`config.mk`:
```
export PLATFORM = sky130hd
export DESIGN_NAME = gpr_file_param
export DESIGN_NICKNAME = d
export VERILOG_FILES = /design/src/rtl/gpr_file_param.sv
export SDC_FILE = /design/constraint.sdc
export NUM_CORES = 1
export LEC_CHECK = 0
export CORE_ASPECT_RATIO = 2
export CORE_MARGIN = 5
export CORE_UTILIZATION = 35
export DETAILED_ROUTE_END_ITERATION = 8
export PLACE_DENSITY = 0.69
export SKIP_LAST_GASP = 1
export SLEW_MARGIN = 20
export SYNTH_ARGS = -nofsm -noshare
export SYNTH_HDL_FRONTEND = slang
export SYNTH_SLANG_ARGS = --single-unit
export TNS_END_PERCENT = 5
```
`constraint.sdc`:
```
create_clock -name clk -period 1.4 [get_ports clk]
set_input_delay 0.21 -clock clk [delete_from_list [all_inputs] [get_ports clk]]
set_output_delay 0.21 -clock clk [all_outputs]
set_load 0.01 [all_outputs]
```
`src/rtl/gpr_file_param.sv`:
```
// Parametrised GPR file: binary-indexed R/W, pair write/read, busy scoreboard, double-issue flag; writes land at clk edge, no backpressure.
// Define GPR_BYPASS_EN to forward same-cycle writeback data to reads and mask clearing busy bits out of stall.
module gpr_file_param #(
  parameter int DW       = 8,
  parameter int AW       = 3,
  parameter int PAIR_LO  = 0,
  parameter int RPAIR_LO = 6
) (
  input  logic              clk,
  input  logic              rst,
  input  logic              wr_en,
  input  logic [AW-1:0]     wr_addr,
  input  logic [DW-1:0]     wr_data,
  input  logic              pair_wr_en,
  input  logic [2*DW-1:0]   pair_wr_data,
  input  logic [AW-1:0]     rs1_addr,
  input  logic [AW-1:0]     rs2_addr,
  input  logic              rs1_re,
  input  logic              rs2_re,
  output logic [DW-1:0]     rs1_data,
  output logic [DW-1:0]     rs2_data,
  output logic [2*DW-1:0]   pair_rd_data,
  input  logic              issue_en,
  input  logic [AW-1:0]     issue_addr,
  output logic [2**AW-1:0]  busy_vec,
  output logic              stall,
  output logic              err_dbl_issue
);

  localparam int NREG = 2**AW;
  localparam logic [AW-1:0] P_LO  = AW'(PAIR_LO);
  localparam logic [AW-1:0] P_HI  = AW'(PAIR_LO + 1);
  localparam logic [AW-1:0] RP_LO = AW'(RPAIR_LO);
  localparam logic [AW-1:0] RP_HI = AW'(RPAIR_LO + 1);

  logic [DW-1:0]   regs [NREG];
  logic [DW-1:0]   view [NREG];
  logic [NREG-1:0] clr;
  logic [NREG-1:0] set;
  logic [NREG-1:0] busy_eff;
  logic            wr_eff;

  // The pair write owns both pair registers; a single write aimed at either is dropped.
  assign wr_eff = wr_en & ~(pair_wr_en & ((wr_addr == P_LO) | (wr_addr == P_HI)));

  always_comb begin
    clr = '0;
    set = '0;
    for (int i = 0; i < NREG; i++) begin
      clr[i] = (wr_eff & (wr_addr == AW'(i)))
             | (pair_wr_en & ((AW'(i) == P_LO) | (AW'(i) == P_HI)));
      set[i] = issue_en & (issue_addr == AW'(i));
    end
  end

  always_comb begin
    for (int i = 0; i < NREG; i++) view[i] = regs[i];
`ifdef GPR_BYPASS_EN
    if (wr_eff) view[wr_addr] = wr_data;
    if (pair_wr_en) begin
      view[P_LO] = pair_wr_data[DW-1:0];
      view[P_HI] = pair_wr_data[2*DW-1:DW];
    end
`endif
  end

`ifdef GPR_BYPASS_EN
  assign busy_eff = busy_vec & ~clr;
`else
  assign busy_eff = busy_vec;
`endif

  assign rs1_data     = view[rs1_addr];
  assign rs2_data     = view[rs2_addr];
  assign pair_rd_data = {view[RP_HI], view[RP_LO]};
  assign stall        = (rs1_re & busy_eff[rs1_addr]) | (rs2_re & busy_eff[rs2_addr]);

  always_ff @(posedge clk) begin
    if (rst) begin
      for (int i = 0; i < NREG; i++) regs[i] <= '0;
      busy_vec      <= '0;
      err_dbl_issue <= 1'b0;
    end else begin
      if (wr_eff) regs[wr_addr] <= wr_data;
      if (pair_wr_en) begin
        regs[P_LO] <= pair_wr_data[DW-1:0];
        regs[P_HI] <= pair_wr_data[2*DW-1:DW];
      end
      // Issue outranks a same-cycle writeback, so the register stays pending.
      busy_vec      <= set | (busy_vec & ~clr);
      err_dbl_issue <= issue_en & busy_vec[issue_addr] & ~clr[issue_addr];
    end
  end

endmodule

```
==> impl_results.md <==
- Yosys reg bits: 73
- Wire per inst: 22.2 µm
- CP Data Arrival Time: 1800 ps
- Maximum capacitance violations: 0
- Critical-path maximum fanout: 2
- Post-route ant nets: 0
- Required time worst endpoint: 1190 ps
- Layout cells sized above 1: 0.384
- Clk_skew: 1.82 ps
- Via count: 3284
- FILL cells: 1019
- Multi-input gate area in the final layout: 0.00188 mm²
- Leakage: 2.42 nW
- IO Port Bufs: 84
- Vias in the first global route: 3650
- Final Hold Fails: 0
- Overall power: 5.98 mW
- FF+latch area: 0.00210 mm²
- GRT Residual Overflow: 0
- Synth warn: 0
- Initial Util: 0.356
- Pins over their slew limit: 0
- DR DRC count: 0
- Antenna violations before repair: 0
- TritonCTS clock tree: built
- Clock Latency Late Sink: 330 ps
- Clk root buf: clkbuf_16
- Routability cong.: 0.931
- Pwr Density: 971 mW/mm²
- Tcrit/Tclk final: 1.44
- CP Class: reg -> out
- GRT Overall Usage: 0.194
- Gate count of the mapped netlist: 282
- Largest net degree at the start of global routing: 17
- Die X-Extent: 87.4 µm
- Worst hold slack: 550 ps
- Die Area: 0.0144 mm²
- Detailed Route WL: 13400 µm
- Area delta synth->final: 47.2%
- RSZ-0062 raised after global routing: yes
- Layout Utilization: 0.524
- Final Worst Setup Slack: -611 ps
- Drt first pass iters: 5
- IO Count: 85
- Vias/cell: 5.45
- TritonCTS Sinks: 73
- Crit path launch type: flip-flop
- Initial drt markers: 261
- Clock slew seen by the registers of the worst setup and hold paths: 60 ps
- Pin slew with the least headroom to its limit: 1110 ps
- Sequential fraction of the synthesis area: 0.502
- Tightest Hold Check Type: in -> reg
- CTS Buffer Depth: 2
- CP Capture Type: output pin
- Pre-CTS setup slack: -1130 ps
- Outcome: finished with violations
- Syn_area_per_cell: 14.9 µm²
- Post-DP HPWL: 10300 µm
- Cell area after layout: 0.00616 mm²
- Post-Syn Nets: 325
- First-pass GRT wire length: 20100 µm
- Slew headroom: 0.255
- Final setup fails: 122
- VDD IR max: 0.605 mV
- Failing checks: negative setup slack
- Diodes inserted: 0
- Post-CTS Hold Buffers: 0
- Cts bufs inserted: 9
- Row cnt: 56
- Min Tclk post-route: 2010 ps
- Fin nets: 497
- CORE AREA: 0.0118 mm²
- Max Fclk: 0.497 GHz
- Cell Area, Synth: 0.00419 mm²
- CTS HTree Levels: 3
- Unique masters post-synth: 35
- Placed inst area: 0.00577 mm²
- Die H: 165 µm
synthesized netlist by cell type:
cell       instances  area (µm²)
mux2i_1            2        20.0
inv_1             11        41.3
a22o_1            16         140
nand3_1            6        30.0
mux4_2            19         428
a32o_1             1        10.0
nand3b_1           1        7.51
o31ai_1            2        15.0
nor2b_1            4        25.0
buf_2              5        25.0
nor3b_1            1        7.51
mux2_2             1        11.3
o22ai_1            1        6.26
buf_12             2        40.0
buf_6              2        22.5
nor3_1             6        30.0
o21bai_1           5        37.5
o21ai_0            8        40.0
mux4_1            17         447
edfxtp_1          64        1920
a311oi_1           1        8.76
buf_1              2        7.51
and2_1            48         300
and3b_1            1        8.76
a21oi_1            3        15.0
clkbuf_1           4        15.0
mux2_4            15         225
o311ai_0           1        8.76
o2111ai_1          1        8.76
xnor2_1            2        17.5
o211ai_1           1        7.51
nor2_1             6        22.5
nand2_1           12        45.0
dfxtp_1            9         180
nand2b_1           2        12.5
state kept, by name, summed over array words and instances, names as in the netlist:
name / flops
err_dbl_issue: 1
busy_vec: 8
regs: 64
cell type report:
type | count | area share
Clock buffer | 9 | 0.0365
Clock inverter | 6 | 0.00589
Inverter | 11 | 0.00670
Multi-Input combinational cell | 183 | 0.305
Sequential cell | 73 | 0.341
Tap cell | 145 | 0.0294
Timing Repair Buffer | 176 | 0.276
final timing paths:
kind | slack [ps] | start | end | cells past startpoint
setup / recovery | -610 | regs[0][3] | rs1_data[3] | 4
hold / removal | 550 | pair_wr_data[13] | regs[1][5] | 2
setup reg to reg | -10 | busy_vec[1] | err_dbl_issue | 4
hold reg to reg | 570 | busy_vec[4] | busy_vec[4] | 2
cell usage in the layout (no fill, tap or decap), types with 2 or more instances in the layout:
master,n
dfxtp_1,9
buf_4,77
edfxtp_1,64
o21bai_1,5
and2_1,48
mux2i_1,2
nor2_1,6
dlygate4sd2_1,2
xnor2_1,2
inv_1,11
buf_6,14
mux2_4,15
mux4_2,36
clkbuf_16,9
clkdlybuf4s50_1,62
buf_2,2
a21oi_1,3
buf_12,8
clkdlybuf4s15_2,2
nand3_1,6
nor3_1,6
nand2_1,12
o21ai_0,8
nand2b_1,2
clkdlybuf4s15_1,4
nor2b_1,3
a22o_1,16
clkinv_2,4
kinds of logic (layout without fill, tap and decap cells):
logic type | after synthesis | in the layout | synth area share
AOI/OAI and AO/OA | 40 | 40 | 0.0711
DFF | 73 | 73 | 0.502
buffers and inverters | 26 | 202 | 0.0361
muxes | 54 | 54 | 0.270
xor gates and xnor gates | 2 | 2 | 0.00418
and+or+nand+nor | 87 | 87 | 0.117
routing by layer:
layer / routed length [µm] / vias up / GRT usage
li1: - / 1449 / -
met1: 4070 / 1603 / 0.182
met2: 7830 / 182 / 0.367
met3: 722 / 50 / 0.0310
met4: 787 / 0 / 0.135
met5: 0 / - / 0
critical path, cell delays in order, from the launching register on:
cell and delay (ps):
edfxtp_1 450, buf_4 170, mux4_2 450, mux2_4 280, buf_6 120
what timing repair did:
action | in CTS | in global routing
setup buffers | 9 | 2
resized for setup | 86 | 16
endpoints found under the setup margin | 111 | 164
cloned | 2 | 0
report_power, final:
part	switching [mW]	internal, mW	total (mW)
sequential	0.114	2.52	2.64
combinational	0.512	0.818	1.33
clock	0.840	1.18	2.02
stage by stage:
| stage | cells | TNS, ps |
|---|---|---|
| 5_1_grt | 603 | -40030 |
| 3_5_place_dp | 575 | -74890 |
| 4_1_cts | 601 | -29960 |
| 2_1_floorplan | 282 | -706 |
| 3_3_place_gp | 575 | -68430 |
| 6_report | 603 | -29990 |
Power figures use the tool's default switching activity.
